[src/rtl/vend_pkg.sv]
// vend_pkg: shared coin denominations, hopper indices and change-dispenser state encoding
package vend_pkg;
   localparam logic [1:0] HOP_50 = 2'd0;
   localparam logic [1:0] HOP_10 = 2'd1;
   localparam logic [1:0] HOP_5  = 2'd2;
   localparam logic [1:0] HOP_1  = 2'd3;
   localparam logic [7:0] DENOM_50 = 8'd50;
   localparam logic [7:0] DENOM_10 = 8'd10;
   localparam logic [7:0] DENOM_5  = 8'd5;
   localparam logic [7:0] DENOM_1  = 8'd1;
   typedef enum logic [1:0] {
      ST_IDLE     = 2'd0,
      ST_SELECT   = 2'd1,
      ST_DISPENSE = 2'd2,
      ST_DONE     = 2'd3
   } state_t;
   function automatic logic [7:0] denom(input logic [1:0] idx);
      return idx == HOP_50 ? DENOM_50 : idx == HOP_10 ? DENOM_10 : idx == HOP_5 ? DENOM_5 : DENOM_1;
   endfunction
endpackage

[src/rtl/vend_denom_select.sv]
// vend_denom_select: greedy picker of the largest usable coin hopper for the remaining amount
module vend_denom_select
   import vend_pkg::*;
#(
   parameter int AMT_W = 16,
   parameter int CNT_W = 8
) (
   input  logic [AMT_W-1:0]   i_remaining,
   input  logic [4*CNT_W-1:0] i_counts,
   input  logic [3:0]         i_fault,
   output logic               o_valid,
   output logic [1:0]         o_index
);
   // Scan from the smallest coin upward so the last hit is the largest eligible one
   always_comb begin
      o_valid = 1'b0;
      o_index = 2'd0;
      for (int k = 3; k >= 0; k--)
         if (AMT_W'(denom(2'(k))) <= i_remaining && i_counts[k*CNT_W +: CNT_W] != '0 && !i_fault[k]) begin
            o_valid = 1'b1;
            o_index = 2'(k);
         end
   end
endmodule

[src/rtl/vend_change_dispenser.sv]
// vend_change_dispenser: sequences the coin hoppers to pay out change with timeout fault handling
module vend_change_dispenser
   import vend_pkg::*;
#(
   parameter int AMT_W      = 16,
   parameter int CNT_W      = 8,
   parameter int INIT_COUNT = 4,
   parameter int TIMEOUT    = 16
) (
   input  logic               CLOCK,
   input  logic               CLEAR,
   input  logic               change_req,
   input  logic [AMT_W-1:0]   change_amount,
   output logic               hopper_req,
   output logic [1:0]         hopper_sel,
   input  logic               hopper_ack,
   output logic               busy,
   output logic               done,
   output logic [AMT_W-1:0]   dispensed_total,
   output logic [AMT_W-1:0]   shortfall,
   output logic [3:0]         fault,
   input  logic               refill_valid,
   input  logic [1:0]         refill_sel,
   input  logic [CNT_W-1:0]   refill_qty,
   output logic               refill_ready,
   output logic [4*CNT_W-1:0] inv_count
);
   localparam int TW = $clog2(TIMEOUT + 1);
   state_t             r_state, w_next;
   logic [AMT_W-1:0]   r_rem, r_tot, r_short;
   logic [1:0]         r_sel;
   logic [TW-1:0]      r_tmr;
   logic [4*CNT_W-1:0] r_inv;
   logic [3:0]         r_fault;
   logic               w_valid, w_tmo;
   logic [1:0]         w_idx;
   logic [AMT_W-1:0]   w_denom;
   logic [CNT_W-1:0]   w_ref_old, w_cur_cnt, w_ref_new;
   logic [CNT_W:0]     w_ref_sum;

   vend_denom_select #(.AMT_W(AMT_W), .CNT_W(CNT_W)) u_sel (
      .i_remaining(r_rem),
      .i_counts   (r_inv),
      .i_fault    (r_fault),
      .o_valid    (w_valid),
      .o_index    (w_idx)
   );

   assign w_denom   = AMT_W'(denom(r_sel));
   assign w_tmo     = r_tmr == TW'(TIMEOUT - 1);
   assign w_cur_cnt = r_inv[r_sel*CNT_W +: CNT_W];
   assign w_ref_old = r_inv[refill_sel*CNT_W +: CNT_W];
   assign w_ref_sum = {1'b0, w_ref_old} + {1'b0, refill_qty};
   assign w_ref_new = w_ref_sum[CNT_W] ? '1 : w_ref_sum[CNT_W-1:0];

   assign hopper_req      = r_state == ST_DISPENSE;
   assign hopper_sel      = r_sel;
   assign busy            = r_state != ST_IDLE;
   assign done            = r_state == ST_DONE;
   assign refill_ready    = r_state == ST_IDLE;
   assign dispensed_total = r_tot;
   assign shortfall       = r_short;
   assign fault           = r_fault;
   assign inv_count       = r_inv;

   // State register
   always_ff @(posedge CLOCK or negedge CLEAR)
      if (!CLEAR) r_state <= ST_IDLE;
      else        r_state <= w_next;

   // Next-state: one coin attempt per SELECT/DISPENSE pair; an ack on the timeout cycle still pays
   always_comb begin
      w_next = r_state;
      case (r_state)
         ST_IDLE:     w_next = change_req ? ST_SELECT : ST_IDLE;
         ST_SELECT:   w_next = (r_rem == '0 || !w_valid) ? ST_DONE : ST_DISPENSE;
         ST_DISPENSE: w_next = (hopper_ack || w_tmo) ? ST_SELECT : ST_DISPENSE;
         ST_DONE:     w_next = ST_IDLE;
      endcase
   end

   // Payout datapath: amounts, inventory, timeout timer and sticky faults
   always_ff @(posedge CLOCK or negedge CLEAR)
      if (!CLEAR) begin
         r_rem   <= '0;
         r_tot   <= '0;
         r_short <= '0;
         r_sel   <= 2'd0;
         r_tmr   <= '0;
         r_inv   <= {4{CNT_W'(INIT_COUNT)}};
         r_fault <= 4'd0;
      end else begin
         case (r_state)
            ST_IDLE: begin
               if (refill_valid) begin
                  r_inv[refill_sel*CNT_W +: CNT_W] <= w_ref_new;
                  r_fault[refill_sel]              <= 1'b0;
               end
               if (change_req) begin
                  r_rem   <= change_amount;
                  r_tot   <= '0;
                  r_short <= '0;
               end
            end
            ST_SELECT: begin
               r_tmr <= '0;
               if (r_rem != '0 && w_valid) r_sel   <= w_idx;
               else if (r_rem != '0)       r_short <= r_rem;
            end
            ST_DISPENSE: begin
               r_tmr <= r_tmr + TW'(1);
               if (hopper_ack) begin
                  r_inv[r_sel*CNT_W +: CNT_W] <= w_cur_cnt - CNT_W'(1);
                  r_rem <= r_rem - w_denom;
                  r_tot <= r_tot + w_denom;
               end else if (w_tmo) r_fault[r_sel] <= 1'b1;
            end
            default: ;
         endcase
      end
endmodule

[config.mk]
export PLATFORM = sky130hd
export DESIGN_NAME = vend_change_dispenser
export DESIGN_NICKNAME = d
export VERILOG_FILES = /design/src/rtl/vend_pkg.sv /design/src/rtl/vend_denom_select.sv /design/src/rtl/vend_change_dispenser.sv
export SDC_FILE = /design/constraint.sdc
export NUM_CORES = 1
export LEC_CHECK = 0
export BUFFER_PORTS_ARGS = -buffer_cell sky130_fd_sc_hd__buf_2
export CORE_UTILIZATION = 60
export CTS_BUF_LIST = sky130_fd_sc_hd__clkbuf_4 sky130_fd_sc_hd__clkbuf_8
export DETAILED_ROUTE_END_ITERATION = 10
export GPL_TIMING_DRIVEN = 0
export PLACE_DENSITY = 0.84
export RECOVER_POWER = 100
export SLEW_MARGIN = 10
export SYNTH_ARGS = -nofsm -noshare
export SYNTH_HDL_FRONTEND = slang
export SYNTH_SLANG_ARGS = --single-unit
[constraint.sdc]
create_clock -name CLOCK -period 10.2 [get_ports CLOCK]
set_input_delay 1.02 -clock CLOCK [delete_from_list [all_inputs] [get_ports CLOCK]]
set_output_delay 1.02 -clock CLOCK [all_outputs]
set_load 0.005 [all_outputs]
---- Word-level counts from Yosys, hierarchy flattened ----
Index checks and enable logic that the tools add are counted.
storage, ports and cells
  output and inout bits ................... 74
  register bits ........................... 93
  input bits .............................. 31
  logic and storage cells ................. 119
operators by class
  reduce and logical (&&, ||, !) cells .... 35
  shifts and indexed selects .............. 6
  eq/ne operators ......................... 13
  add/subtract/negate cells ............... 7
  bitwise gates (word level) .............. 3
  muxes and demuxes ....................... 39
  $lt $le $gt $ge ......................... 8
operators by type and width
  cell                       number
  $mux W16                   6
  $pmux W16 S2               3
  $neg A5 Y34                2
  $shift A8 B34 Y32 const A  2
  $shiftx A8 B34 Y32         2
  $bwmux W32                 2
  $mux W32                   2
  $pmux W32 S2               1
  $shiftx A32 B6 Y8          2
  $reduce_bool A8 Y1         4
  $add A16 B6 Y16            1
  $le A1 B16 Y1 const A      1
  $le A3 B16 Y1 const A      1
  $le A4 B16 Y1 const A      1
  $le A6 B16 Y1 const A      1
  $logic_not A16 Y1          1
  $mux W4                    4
  $reduce_bool A16 Y1        1
  $sub A16 B6 Y16            1
  $logic_and A1 B1 Y1        11
  $mux W2                    5
  $ne A2 B2 Y1 const B       5
  $pmux W5 S2                1
  $add A8 B8 Y9              1
  25 further kinds           50

---- Logic depth before layout (Yosys ltp) ----
Gate-level depths: netlist of the first run.
  depth after elaboration ................. 11
  gate-level depth with buffers ........... 15
  depth with buffers taken out ............ 14

---- Modules after synthesis ----
Synthesis of the first run repeated with hierarchy kept, for this count alone.
unflattened totals
  cells, all modules ...................... 681
  area total of the unflattened synthesis .. 6,147.1 sq um
by module, submodules not included
  module                 instances  cells each  seq. area each (sq um)  area an instance (sq um)
  vend_change_dispenser  1          646         2,332.2                 5,925.7
  vend_denom_select      1          35          0.0                     221.5

---- Worst setup path before layout of the first run ----
No wires, ideal clock.
  path kind ............................... input to register
  start ................................... input refill_sel[1]
  end ..................................... register r_inv[7], in the netlist inv_count[7]
  buffers on the path ..................... 1
  arrival ................................. 3,671 ps
  path slack .............................. 6,403 ps
  stages on the path ...................... 10
  data required time ...................... 10,074 ps
  cells stage by stage .................... clkbuf_1 > mux4_2 > ha_1 > fa_1 > a21oi_1 > o2111ai_1 > nor2_1 > and2_1 > o31ai_1 > a221o_1
between the ends
  cells in the longest elaborated chain, start to end .. 7
ends and longest elaborated chain
  item                            line                          source
  start: declaration              vend_change_dispenser.sv:23   input logic [1:0] refill_sel,
  $shiftx A32 B6 Y8               vend_change_dispenser.sv:52   assign w_ref_old = r_inv[refill_sel*CNT_W +: CNT_W];
  $add A8 B8 Y9                   vend_change_dispenser.sv:53   assign w_ref_sum = {1'b0, w_ref_old} + {1'b0, refill_qty};
  $mux W8                         vend_change_dispenser.sv:54   assign w_ref_new = w_ref_sum[CNT_W] ? '1 : w_ref_sum[CNT_W-1:0];
  $shiftx A8 B34 Y32              vend_change_dispenser.sv:96   r_inv[refill_sel*CNT_W +: CNT_W] <= w_ref_new;
  $bwmux W32 *                    vend_change_dispenser.sv:96
  $mux W32 *                      vend_change_dispenser.sv:95   if (refill_valid) begin
  $pmux W32 S2 *                  vend_change_dispenser.sv:93   case (r_state)
  end signal: assignment          vend_change_dispenser.sv:90   r_inv <= {4{CNT_W'(INIT_COUNT)}};
  end signal: indexed assignment  vend_change_dispenser.sv:96
  end signal: indexed assignment  vend_change_dispenser.sv:113  r_inv[r_sel*CNT_W +: CNT_W] <= w_cur_cnt - CNT_W'(1);
  end: declaration                vend_change_dispenser.sv:33   logic [4*CNT_W-1:0] r_inv;
Every way passes the cells marked *; elsewhere a longest branch is shown, timed or not. The select of a mux whose other input is x is not followed.
A chain may end at the register's enable or synchronous reset.

==> results of run 1 <==
## tightest hold or removal path, cell delays in order, from the launching register on
cell and delay, ns:
sky130_fd_sc_hd__dfrtp_1 0.38, sky130_fd_sc_hd__nand2_1 0.06, sky130_fd_sc_hd__nand2_1 0.05
## metal layers
layer,part of all wire,GRT usage,routed length (um)
met1,0.43,0.473,7480
met3,0.081,0.0617,1410
met2,0.46,0.520,7870
met4,0.029,0.143,498
met5,0,0,0
## cell families after synthesis
logic type               count (synthesis)  share of synthesized area
multiplexers                            33                     0.0865
flip-flops                              93                      0.380
AO/OA/AOI/OAI                          170                      0.189
adder cells (fa/ha/maj)                 38                     0.0812
AND/OR/NAND/NOR                        225                      0.183
XOR/XNOR                                23                     0.0328
buffers and inverters                   74                     0.0467
## layout make-up
cell class	instances	area, um^2	share of cell area
tap	133	166	0.0242
clock inverter	5	37.5	0.00545
sequential	93	2330	0.339
inverter	50	188	0.0273
clock buffer	10	131	0.0191
multi-input combinational	489	3470	0.505
timing repair buffer	105	464	0.0674
buffer	24	91.3	0.0133
## stage by stage
step	cell area, um^2	hold WS [ns]	utilization
floorplan	6130	0.482	-
global placement	6820	0.489	0.695
detailed placement	6850	0.495	0.698
CTS	7020	0.507	0.715
global route	6880	0.536	0.701
finish	6880	0.516	0.701
## where the power goes
group	internal (W)	switching (W)	total, W	leakage (nW)
registers	0.000480	0.000124	0.000604	1.24
logic	0.000478	0.000795	0.00127	1.90
clock network	0.0000910	0.000138	0.000229	0.0822
## layout by cell type (no fill, tap or decap), drive strengths merged, types with 9 or more instances in the layout
cell,instances
buf,59
xor2,12
nand4,9
o31ai,13
xnor2,11
nand3,16
nor4,12
nor2,45
mux4,16
clkbuf,80
nor3,21
ha,35
o22a,16
a22oi,15
dfrtp,89
mux2i,17
o21ai,50
nand2,76
a21oi,26
inv,51
## path summary, 6_finish.rpt
| kind | start | endpoint | cells after the start |
|---|---|---|---|
| setup / recovery | CLEAR | inv_count[12] | 2 |
| hold / removal | dispensed_total[2] | dispensed_total[2] | 2 |
| setup reg to reg | hopper_sel[0] | r_rem[6] | 15 |
| hold reg to reg | dispensed_total[2] | dispensed_total[2] | 2 |
| max in group CLOCK | hopper_sel[0] | r_rem[6] | 15 |
| min in group asynchronous | CLEAR | shortfall[7] | 1 |
## sequential cells by signal (all words and copies together) (netlist names)
signal / count
r_state: 2
inv_count: 32
r_rem: 16
fault: 4
hopper_sel: 2
dispensed_total: 16
r_tmr: 5
shortfall: 16
==> results.txt, run 1 <==
----------------------------------------------------
[GRT]
  Via count of the first global-routing pass ... 5,464
  Antenna violations before repair ... 0
  GRT Resource Usage Total ... 0.338
  Global-route wire length before repair ... 27,100 um
  Largest net degree at the start of global routing ... 54
  Congestion Overflow GR ... 0

[Pwr]
  Pwr per Cell Area ... roughly 300 mW/mm^2
  Total chip power ... about 0.0021 W
  Static leakage ... 3.22 nW
  Worst-case vdd ir drop ... 0.000155 V

[Clock network]
  Number of clock sinks ... 93
  Source-to-sink clock delay at the later pin of the worst-skew pair ... 0.38 ns
  Number of buffers inserted by post-CTS setup repair ... 0
  Library cell used as clock root buffer ... sky130_fd_sc_hd__clkbuf_8
  Max Buffers Root-to-Sink ... 2
  TritonCTS buffer count ... 9
  Resized cells post-CTS ... 0
  TritonCTS clock tree ... done
  Post-cts hold buffer count ... 0
  Clock input transition at the sequential cells of the worst setup and hold paths ... 0.09 ns
  CTS H-tree lvls ... 3

[Hold path]
  Type of the tightest min-delay check ... flip-flop to flip-flop

[Layout]
  Count of nets after finishing ... roughly 840
  Area growth from synthesis to final layout ... 12.2%
  N_diodes ... 0
  FILL cells ... 850
  Number of cells in the finished layout apart from fillers ... 909
  Fraction of layout cells with a size suffix above 1 ... 0.121

[Place]
  Pre-CTS setup slack ... approximately 5.7 ns
  Routability Congestion ... approximately 0.92
  Count of input and output buffers ... between 100 and 150
  Number of instances in the placed design ... between 800 and 900
  DPL Wire Length ... 13,200 um

[Timing]
  Unrepaired setup endpoints after global routing ... false
  Maximum achievable frequency ... 0.202 GHz
  Post-layout min period ... 4.94 ns
  Worst-case clock skew ... 0.0158 ns
  Post-route setup slack ... 5.26 ns
  Slew margin rel. ... -0.949
  Max-slew violation count ... 96
  Worst slew pin tran ... approximately 2.9 ns
  Final setup vio count ... 0
  Hold violation total from the final report ... 0
  Final-layout setup total negative slack ... 0 ns
  Crit share post-route ... 0.484

[Synthesis]
  Post-Syn Nets ... 725
  Cell type with the highest aggregate area in the netlist ... sky130_fd_sc_hd__dfrtp_1
  Share of flip-flops with an asynchronous set or reset ... 1.00
  Top-count cell post-synth ... sky130_fd_sc_hd__dfrtp_1
  Largest cells by area after synthesis ... sky130_fd_sc_hd__dfrtp_1 (36%), sky130_fd_sc_hd__ha_1 (7.1%), sky130_fd_sc_hd__mux4_2 (5.9%)
  Area share of the largest cell type after synthesis ... 0.363
  Yosys warning count ... 0
  EDFF count, synth ... 0
  Main synth FF type ... sky130_fd_sc_hd__dfrtp_1
  Seq/Total Area, Yosys ... 0.380
  Flip-flop and latch count after synthesis ... slightly above 90
  Commonest cells in the synthesized netlist ... sky130_fd_sc_hd__dfrtp_1 (89), sky130_fd_sc_hd__nand2_1 (76), sky130_fd_sc_hd__inv_1 (50)
  Instance count of the mapped netlist ... 656
  Mapped cell area ... between 0.006 and 0.007 mm^2
  Synthesized area divided by synthesized cell count ... 9.35 um^2
  Distinct cells, synth ... 60

[Job]
  Number of violations of the max-capacitance limit ... 2

[Die]
  CORE AREA ... around 0.01 mm^2
  Initial core utilization ... 0.625
  Number of rows in the core area ... 36
  Top-Level Pins ... approximately 110
  Die X ... 103 um
  Full die area ... 0.0106 mm^2
  Vertical die dimension ... about 100 um

[Critical path]
  Delay of the slowest critical-path stage ... 2.15 ns
  CP most frequent cell ... sky130_fd_sc_hd__clkbuf_1
  Family of cells with the greatest summed delay on the critical path ... buffers and inverters
  Slowest stage cell, crit path ... sky130_fd_sc_hd__clkbuf_1
  Bufs and invs on worst path ... 2
  Critical path start-end classification ... input pin to async pin
  Arrival time of the worst setup path ... 4.79 ns
  Crit path cell chain ... clkbuf_1, clkbuf_1
  R2R Setup Slk ... 5.81 ns
  Data required time of the worst path ... 10.05 ns
  Type of origin of the critical path ... input pin
  Biggest fanout along the worst timing path ... 53
  Setup crit end kind ... async pin

[Route]
  Post-route DRC ... 0
  Final wirelength ... approximately 17,000 um
  Average routed wire per standard cell ... 19.0 um
  Number of antenna-violating nets in the routed design ... 0
  DRT iter0 DRCs ... 418
  Number of detailed-routing iterations run before antenna repair ... 5
  Number of vias per cell ... 6.37
  Total number of vias ... 5,793

[Status]
  Outcome ... complete, but fails checks
  Failing checks ... capacitance limit, slew limit

----------------------------------------------------
Power figures use the tool's default switching activity.
==> run 2, diff against run 1 <==
Settings changed: CORE_UTILIZATION 60 to 59, PLACE_DENSITY 0.84 to 0.83.
Clock period 10.2 ns to 4.7 ns, I/O delays scaled along.
==> run 2 against run 1 <==
The run still ends with capacitance limit, slew limit left. Register-to-register slack got worse by 5.4 ns. Total power increased by 120%. Sequential share of layout area decreased by 0.56 points. Cell count increased by 0.11%. Non-clock buffer count unchanged. Utilization increased by 0.52 points. Count of clock-buffer cells in the layout increased by 3. Clock skew decreased by 0.0024 ns. Via count increased by 0.55%. Sequential power increased by 120%. Setup slack got worse by 4.8 ns. Critical endpoint is now dispensed_total[8]. Highest routed layer unchanged.
==> results.txt, run 2 (synthesized netlist as in run 1, its figures left out) <==
----------------------------------------------------
[Status]
  Outcome ... complete, but fails checks
  Failing checks ... capacitance limit, slew limit

[Route]
  Final wirelength ... 17,000 um (-1.5%)
  Met1 Routed Length ... 6930 um (-7.4%)
  Post-route DRC ... 0 (unchanged)
  Uppermost signal routing layer after detailed routing ... met4
  Detail Route met3 WL ... 1540 um (+9.4%)
  Average routed wire per standard cell ... 18.7 um (-1.6%)
  Met2 WL ... 7990 um (+1.5%)
  Total number of vias ... 5,825 (+0.55%)
  DRT iter0 DRCs ... 532 (+27%)
  Number of antenna-violating nets in the routed design ... 0 (unchanged)
  Number of vias per cell ... 6.40 (+0.44%)
  Number of detailed-routing iterations run before antenna repair ... 6 (+1)

[Timing]
  Unrepaired setup endpoints after global routing ... false
  Final-layout setup total negative slack ... 0 ns (unchanged)
  Final setup vio count ... 0 (unchanged)
  Crit share post-route ... 0.908
  Max-slew violation count ... 54 (-44%)
  Post-layout min period ... ~4.3 ns
  Hold violation total from the final report ... 0 (unchanged)
  Maximum achievable frequency ... 0.234 GHz
  Slew margin rel. ... -0.964 (-0.0154)
  Worst-case clock skew ... 0.0134 ns (-0.00241 ns)
  Worst slew pin tran ... 2.95 ns (+0.0231 ns)

[Clock network]
  Max Buffers Root-to-Sink ... 2 (unchanged)
  Clock input transition at the sequential cells of the worst setup and hold paths ... 0.09 ns (about the same)
  TritonCTS buffer count ... 9 (unchanged)
  Number of buffers inserted by post-CTS setup repair ... 0 (unchanged)
  Source-to-sink clock delay at the later pin of the worst-skew pair ... 0.38 ns (about the same)
  CTS H-tree lvls ... 3 (unchanged)
  Library cell used as clock root buffer ... sky130_fd_sc_hd__clkbuf_8
  Number of clock sinks ... 93 (unchanged)
  TritonCTS clock tree ... done

[Die]
  Full die area ... 0.0108 mm^2 (+1.7%)
  CORE AREA ... 0.00991 mm^2 (+0.92%)
  Vertical die dimension ... 104 um (+0.83%)
  Initial core utilization ... 0.619 (-0.00568)
  Die X ... 104 um (+0.83%)
  Top-Level Pins ... 105 (unchanged)
  Number of rows in the core area ... 36 (unchanged)

[Pwr]
  Worst-case vdd ir drop ... 0.000364 V (+130%)
  Pwr per Cell Area ... 668 mW/mm^2 (+120%)
  Static leakage ... 3.38 nW (+5.1%)

[Layout]
  Fraction of layout cells with a size suffix above 1 ... 0.166 (+0.0449)
  Area growth from synthesis to final layout ... 14.1%
  Commonest non-fill, non-tap cell in the layout ... sky130_fd_sc_hd__dfrtp_1
  Highest-count cells in the layout ignoring fill and taps ... sky130_fd_sc_hd__dfrtp_1 (89), sky130_fd_sc_hd__buf_2 (88), sky130_fd_sc_hd__nand2_1 (76), sky130_fd_sc_hd__inv_1 (50), sky130_fd_sc_hd__o21ai_0 (50)
  Post-route cell area ... 0.00700 mm^2 (+1.7%)
  Max FFs per register ... 32 (unchanged)
  Count of nets after finishing ... 841 (unchanged)
  N_diodes ... 0 (unchanged)

[Critical path]
  Arrival time of the worst setup path ... 4.51 ns (-0.28 ns)
  Type of origin of the critical path ... flip-flop
  Biggest fanout along the worst timing path ... 10 (-81%)
  Worst Reg-to-Reg Cells ... 15 (unchanged)
  Setup crit end kind ... flip-flop
  Critical path start-end classification ... flip-flop to flip-flop
  Data required time of the worst path ... 4.94 ns (-5.11 ns)

[GRT]
  Via count of the first global-routing pass ... 5,518 (+0.99%)
  Congestion Overflow GR ... 0 (unchanged)
  Global-route wire length before repair ... 27,800 um (+2.6%)
  Antenna violations before repair ... 0 (unchanged)
  Largest net degree at the start of global routing ... 55 (+1.9%)
  GRT Resource Usage Total ... 0.325 (-0.0135)

[Hold path]
  Hold-critical path depth ... 3 (+1)
  Type of the tightest min-delay check ... input pin to flip-flop

[Place]
  DPL Wire Length ... 13,200 um (-0.48%)
  Post-detailed-placement cell area ... 0.00684 mm^2 (-0.11%)
  Count of input and output buffers ... 104 (unchanged)
  Routability Congestion ... 0.924 (+0.71%)

[Job]
  Number of violations of the max-capacitance limit ... 1 (-1)

----------------------------------------------------
==> run 2: changes by cell type in the layout (fill, tap and decap cells not counted), moves of 2 or more <==
cell | previous run | this run
sky130_fd_sc_hd__clkbuf_8 | 9 | 11
sky130_fd_sc_hd__clkbuf_1 | 70 | 38
sky130_fd_sc_hd__clkinvlp_4 | 2 | 0
sky130_fd_sc_hd__buf_2 | 57 | 88
==> run 2: area by class of cell <==
cell class                 instances  area, um^2
clock buffer                      13         166
clock inverter                     3        43.8
sequential                        93        2330
buffer                            24        91.3
tap                              133         166
timing repair buffer             105         519
fill                             793        2910
inverter                          50         188
multi-input combinational        489        3490
==> run 2: power by group <==
group | leakage (nW) | internal [W] | switching [W]
clock | 0.110 | 0.000287 | 0.000288
combinational | 2.03 | 0.00107 | 0.00171
sequential | 1.24 | 0.00104 | 0.000278
total | 3.38 | 0.00240 | 0.00227
==> run 2: per-stage QoR <==
step                 util  std cells  total power [W]  hold slack (ns)  worst slack, ns
global route        0.706        910          0.00502            0.299            0.170
finish              0.706        910          0.00468            0.293            0.434
CTS                 0.712        910          0.00470            0.150            0.332
global placement    0.688        893          0.00399            0.487            0.498
floorplan               -        656          0.00325            0.174             1.27
detailed placement  0.691        894          0.00412            0.500            0.334
==> run 2: worst max-delay path: stages, from the launching register on <==
cell	delay (ns)
sky130_fd_sc_hd__dfrtp_1	0.56
sky130_fd_sc_hd__clkbuf_1	0.47
sky130_fd_sc_hd__inv_1	0.16
sky130_fd_sc_hd__ha_1	0.35
sky130_fd_sc_hd__inv_1	0.15
sky130_fd_sc_hd__nand2_1	0.11
sky130_fd_sc_hd__inv_1	0.28
sky130_fd_sc_hd__ha_1	0.27
sky130_fd_sc_hd__inv_1	0.06
sky130_fd_sc_hd__fa_1	0.40
sky130_fd_sc_hd__nor2b_1	0.13
sky130_fd_sc_hd__o21ai_0	0.12
sky130_fd_sc_hd__a21boi_0	0.63
sky130_fd_sc_hd__o2111ai_1	0.20
sky130_fd_sc_hd__xor2_1	0.17
sky130_fd_sc_hd__nor2_1	0.06
==> run 2: final timing paths <==
kind | start | endpoint | slack [ns]
worst max-delay path | hopper_sel[0] | dispensed_total[8] | 0.43
worst min-delay path | change_amount[14] | r_rem[14] | 0.29
worst max register to register | hopper_sel[0] | dispensed_total[8] | 0.43
worst min register to register | shortfall[1] | shortfall[1] | 0.53
max in group asynchronous | CLEAR | inv_count[19] | 1.99
min in group asynchronous | CLEAR | shortfall[14] | 1.03
==> run 2: repair_timing <==
| action | 4_1_cts | 5_1_grt |
|---|---|---|
| setup endpoints to repair | 0 | 1 |
| endpoints found under the hold margin | 0 | 0 |
| resized for setup | 0 | 1 |
| hold buffers | 0 | 0 |
==> run 2: metal layers <==
layer	global-route usage	up-vias
li1	-	2646
met3	0.0614	45
met4	0.131	0
met5	0	-
met1	0.437	2783
met2	0.519	351
==> run 3, diff against run 2 <==
Settings changed: MAX_ROUTING_LAYER set to met4.
Clock period 4.7 ns to 4 ns, I/O delays scaled along.
==> run 3 against run 2 <==
The run still ends with capacitance limit, slew limit left. Setup slack got worse by 0.19 ns. Final area decreased by 0.46%. Maximum frequency increased by 13%. Via count decreased by 0.60%. Cell count unchanged. Critical path type unchanged. Critical endpoint is now r_rem[6].
==> results.txt, run 3 (synthesized netlist as in run 1, its figures left out) <==
----------------------------------------------------
[Hold path]
  Hold-critical path depth ... 3 (unchanged)
  Hold_sp ... change_amount[14]
  Terminating pin of the worst hold path ... r_rem[14]
  Type of the tightest min-delay check ... input pin to flip-flop

[Route]
  Average routed wire per standard cell ... 19.1 um (+2.2%)
  Number of antenna-violating nets in the routed design ... 0 (unchanged)
  Number of vias per cell ... 6.36 (-0.60%)
  DRT iter0 DRCs ... 480 (-9.8%)
  Final wirelength ... 17,400 um (+2.2%)
  Number of detailed-routing iterations run before antenna repair ... 6 (unchanged)
  Post-route DRC ... 0 (unchanged)
  Total number of vias ... 5,790 (-0.60%)

[Place]
  Routability Congestion ... 0.981 (+6.2%)
  Number of instances in the placed design ... 894 (unchanged)
  Count of input and output buffers ... 104 (unchanged)
  DPL Wire Length ... 13,300 um (+1.1%)

[Clock network]
  Post-cts hold buffer count ... 0 (unchanged)
  Library cell used as clock root buffer ... sky130_fd_sc_hd__clkbuf_8
  CTS H-tree lvls ... 3 (unchanged)
  Max Buffers Root-to-Sink ... 2 (unchanged)
  TritonCTS clock tree ... done
  Number of buffers inserted by post-CTS setup repair ... 0 (unchanged)
  Clock input transition at the sequential cells of the worst setup and hold paths ... 0.11 ns (+0.02 ns)
  Number of clock sinks ... 93 (unchanged)
  Source-to-sink clock delay at the later pin of the worst-skew pair ... 0.37 ns (about the same)
  TritonCTS buffer count ... 9 (unchanged)

[Layout]
  Area growth from synthesis to final layout ... 13.6%
  Count of nets after finishing ... 841 (unchanged)
  Max FFs per register ... 32 (unchanged)
  Highest-count cells in the layout ignoring fill and taps ... sky130_fd_sc_hd__dfrtp_1 (88), sky130_fd_sc_hd__buf_2 (85), sky130_fd_sc_hd__nand2_1 (76), sky130_fd_sc_hd__o21ai_0 (50), sky130_fd_sc_hd__inv_1 (49)
  Commonest non-fill, non-tap cell in the layout ... sky130_fd_sc_hd__dfrtp_1
  Fraction of layout cells with a size suffix above 1 ... 0.166 (unchanged)
  N_diodes ... 0 (unchanged)
  Number of cells in the finished layout apart from fillers ... 910 (unchanged)

[Critical path]
  Crit path cell chain ... buf_2, inv_1, ha_1, inv_1, nand2_1, inv_2, ha_1, inv_1, fa_1, a21o_1, a21oi_1, o21bai_1, a21oi_4, o21ai_0, a221o_1
  Critical path start-end classification ... flip-flop to flip-flop
  R2R Setup Slk ... 0.24 ns (-0.19 ns)
  Slowest stage cell, crit path ... sky130_fd_sc_hd__dfrtp_2
  Data required time of the worst path ... 4.26 ns (-0.68 ns)
  Start point of the critical path ... hopper_sel[0]
  CP most frequent cell ... sky130_fd_sc_hd__inv_1
  Reg2reg end ... r_rem[6]
  Reg-to-Reg Start ... hopper_sel[0]
  Biggest fanout along the worst timing path ... 10 (unchanged)
  Delay of the slowest critical-path stage ... 0.50 ns (-0.13 ns)
  Arrival time of the worst setup path ... 4.02 ns (-0.49 ns)
  Worst Reg-to-Reg Cells ... 15 (unchanged)
  Setup crit end kind ... flip-flop
  Type of origin of the critical path ... flip-flop

[GRT]
  Congestion Overflow GR ... 0 (unchanged)
  GRT Resource Usage Total ... 0.342 (+0.0172)
  Global-route wire length before repair ... 28,500 um (+2.4%)
  Antenna violations before repair ... 0 (unchanged)
  Largest net degree at the start of global routing ... 56 (+1.8%)
  Via count of the first global-routing pass ... 5,743 (+4.1%)

[Pwr]
  Pwr per Cell Area ... 788 mW/mm^2 (+18%)
  Static leakage ... 3.35 nW (-1.0%)
  Worst-case vdd ir drop ... 0.000428 V (+17%)

[Job]
  Number of violations of the max-capacitance limit ... 1 (unchanged)

[Timing]
  Hold violation total from the final report ... 0 (unchanged)
  Post-layout min period ... 3.76 ns (-0.505 ns)
  Crit share post-route ... 0.940 (+0.0326)
  Maximum achievable frequency ... 0.266 GHz (+13%)
  Worst-case clock skew ... 0.0191 ns (+0.00575 ns)
  Unrepaired setup endpoints after global routing ... false
  Worst slew pin tran ... 2.88 ns (-0.0621 ns)
  Slew margin rel. ... -0.923 (+0.0414)
  Final Hold Slack ... 0.235 ns (-0.0588 ns)
  Max-slew violation count ... 56 (+3.7%)
  Final setup vio count ... 0 (unchanged)

[Die]
  Initial core utilization ... 0.619 (unchanged)
  Full die area ... 0.0108 mm^2 (unchanged)
  Die X ... 104 um (unchanged)
  Vertical die dimension ... 104 um (unchanged)
  Top-Level Pins ... 105 (unchanged)
  CORE AREA ... 0.00991 mm^2 (unchanged)
  Number of rows in the core area ... 36 (unchanged)

[Status]
  Failing checks ... capacitance limit, slew limit
  Outcome ... complete, but fails checks

----------------------------------------------------
-- run 3: power by group --
part / internal [W] / switching [W] / leakage, nW / total (W)
logic: 0.00127 / 0.00205 / 2.02 / 0.00332
clock network: 0.000246 / 0.000358 / 0.0889 / 0.000604
registers: 0.00123 / 0.000335 / 1.24 / 0.00156
total: 0.00274 / 0.00274 / 3.35 / 0.00549
-- run 3: per-layer routing --
| metal | vias to the layer above | track usage | part of all wire |
|---|---|---|---|
| met5 | - | - | 0 |
| met4 | 0 | 0.127 | 0.025 |
| met3 | 45 | 0.0476 | 0.089 |
| met2 | 339 | 0.535 | 0.47 |
| met1 | 2770 | 0.456 | 0.41 |
| li1 | 2636 | - | - |
-- run 3: worst max path at each step --
| stage | to | slack (ns) |
|---|---|---|
| after CTS | r_rem[6] | 0.04 |
| after global placement | r_rem[6] | -0.19 |
| after detailed placement | r_rem[6] | -0.34 |
| after floorplan | r_rem[6] | 0.57 |
| after global routing | hopper_sel[0] | 0.06 |
| final | r_rem[6] | 0.24 |
-- run 3: what timing repair did --
item / 4_1_cts / 5_1_grt
resized for setup: 2 / 5
pin swaps: 0 / 1
endpoints found under the setup margin: 10 / 10
-- run 3: critical path, delay by kind of cell, from the launching register on --
kind / cells / cell delay, ns
AND/OR/NAND/NOR: 1 / 0.12
AO/OA/AOI/OAI: 6 / 1.31
adder cells (fa/ha/maj): 3 / 0.93
buffers and inverters: 5 / 0.80
flip-flops: 1 / 0.50
-- run 3: cell type report --
class	count	area [um^2]
fillers	811	2940
clock inverters	6	46.3
flip-flops and latches	93	2330
clock buffers	10	138
multi-input cells	489	3500
repair buffers	105	500
plain buffers	24	95.1
well taps	133	166
inverters	50	188
-- run 3: per-stage QoR --
stage	total power, W	area, um^2	worst slack (ns)	TNS, ns	util
final	0.00549	6970	0.239	0	0.703
after CTS	0.00548	7030	0.0376	0	0.710
after global placement	0.00471	6820	-0.187	-0.204	0.688
after detailed placement	0.00486	6840	-0.340	-1.17	0.691
after floorplan	0.00382	6130	0.567	0	-
after global routing	0.00588	6970	0.0578	0	0.703
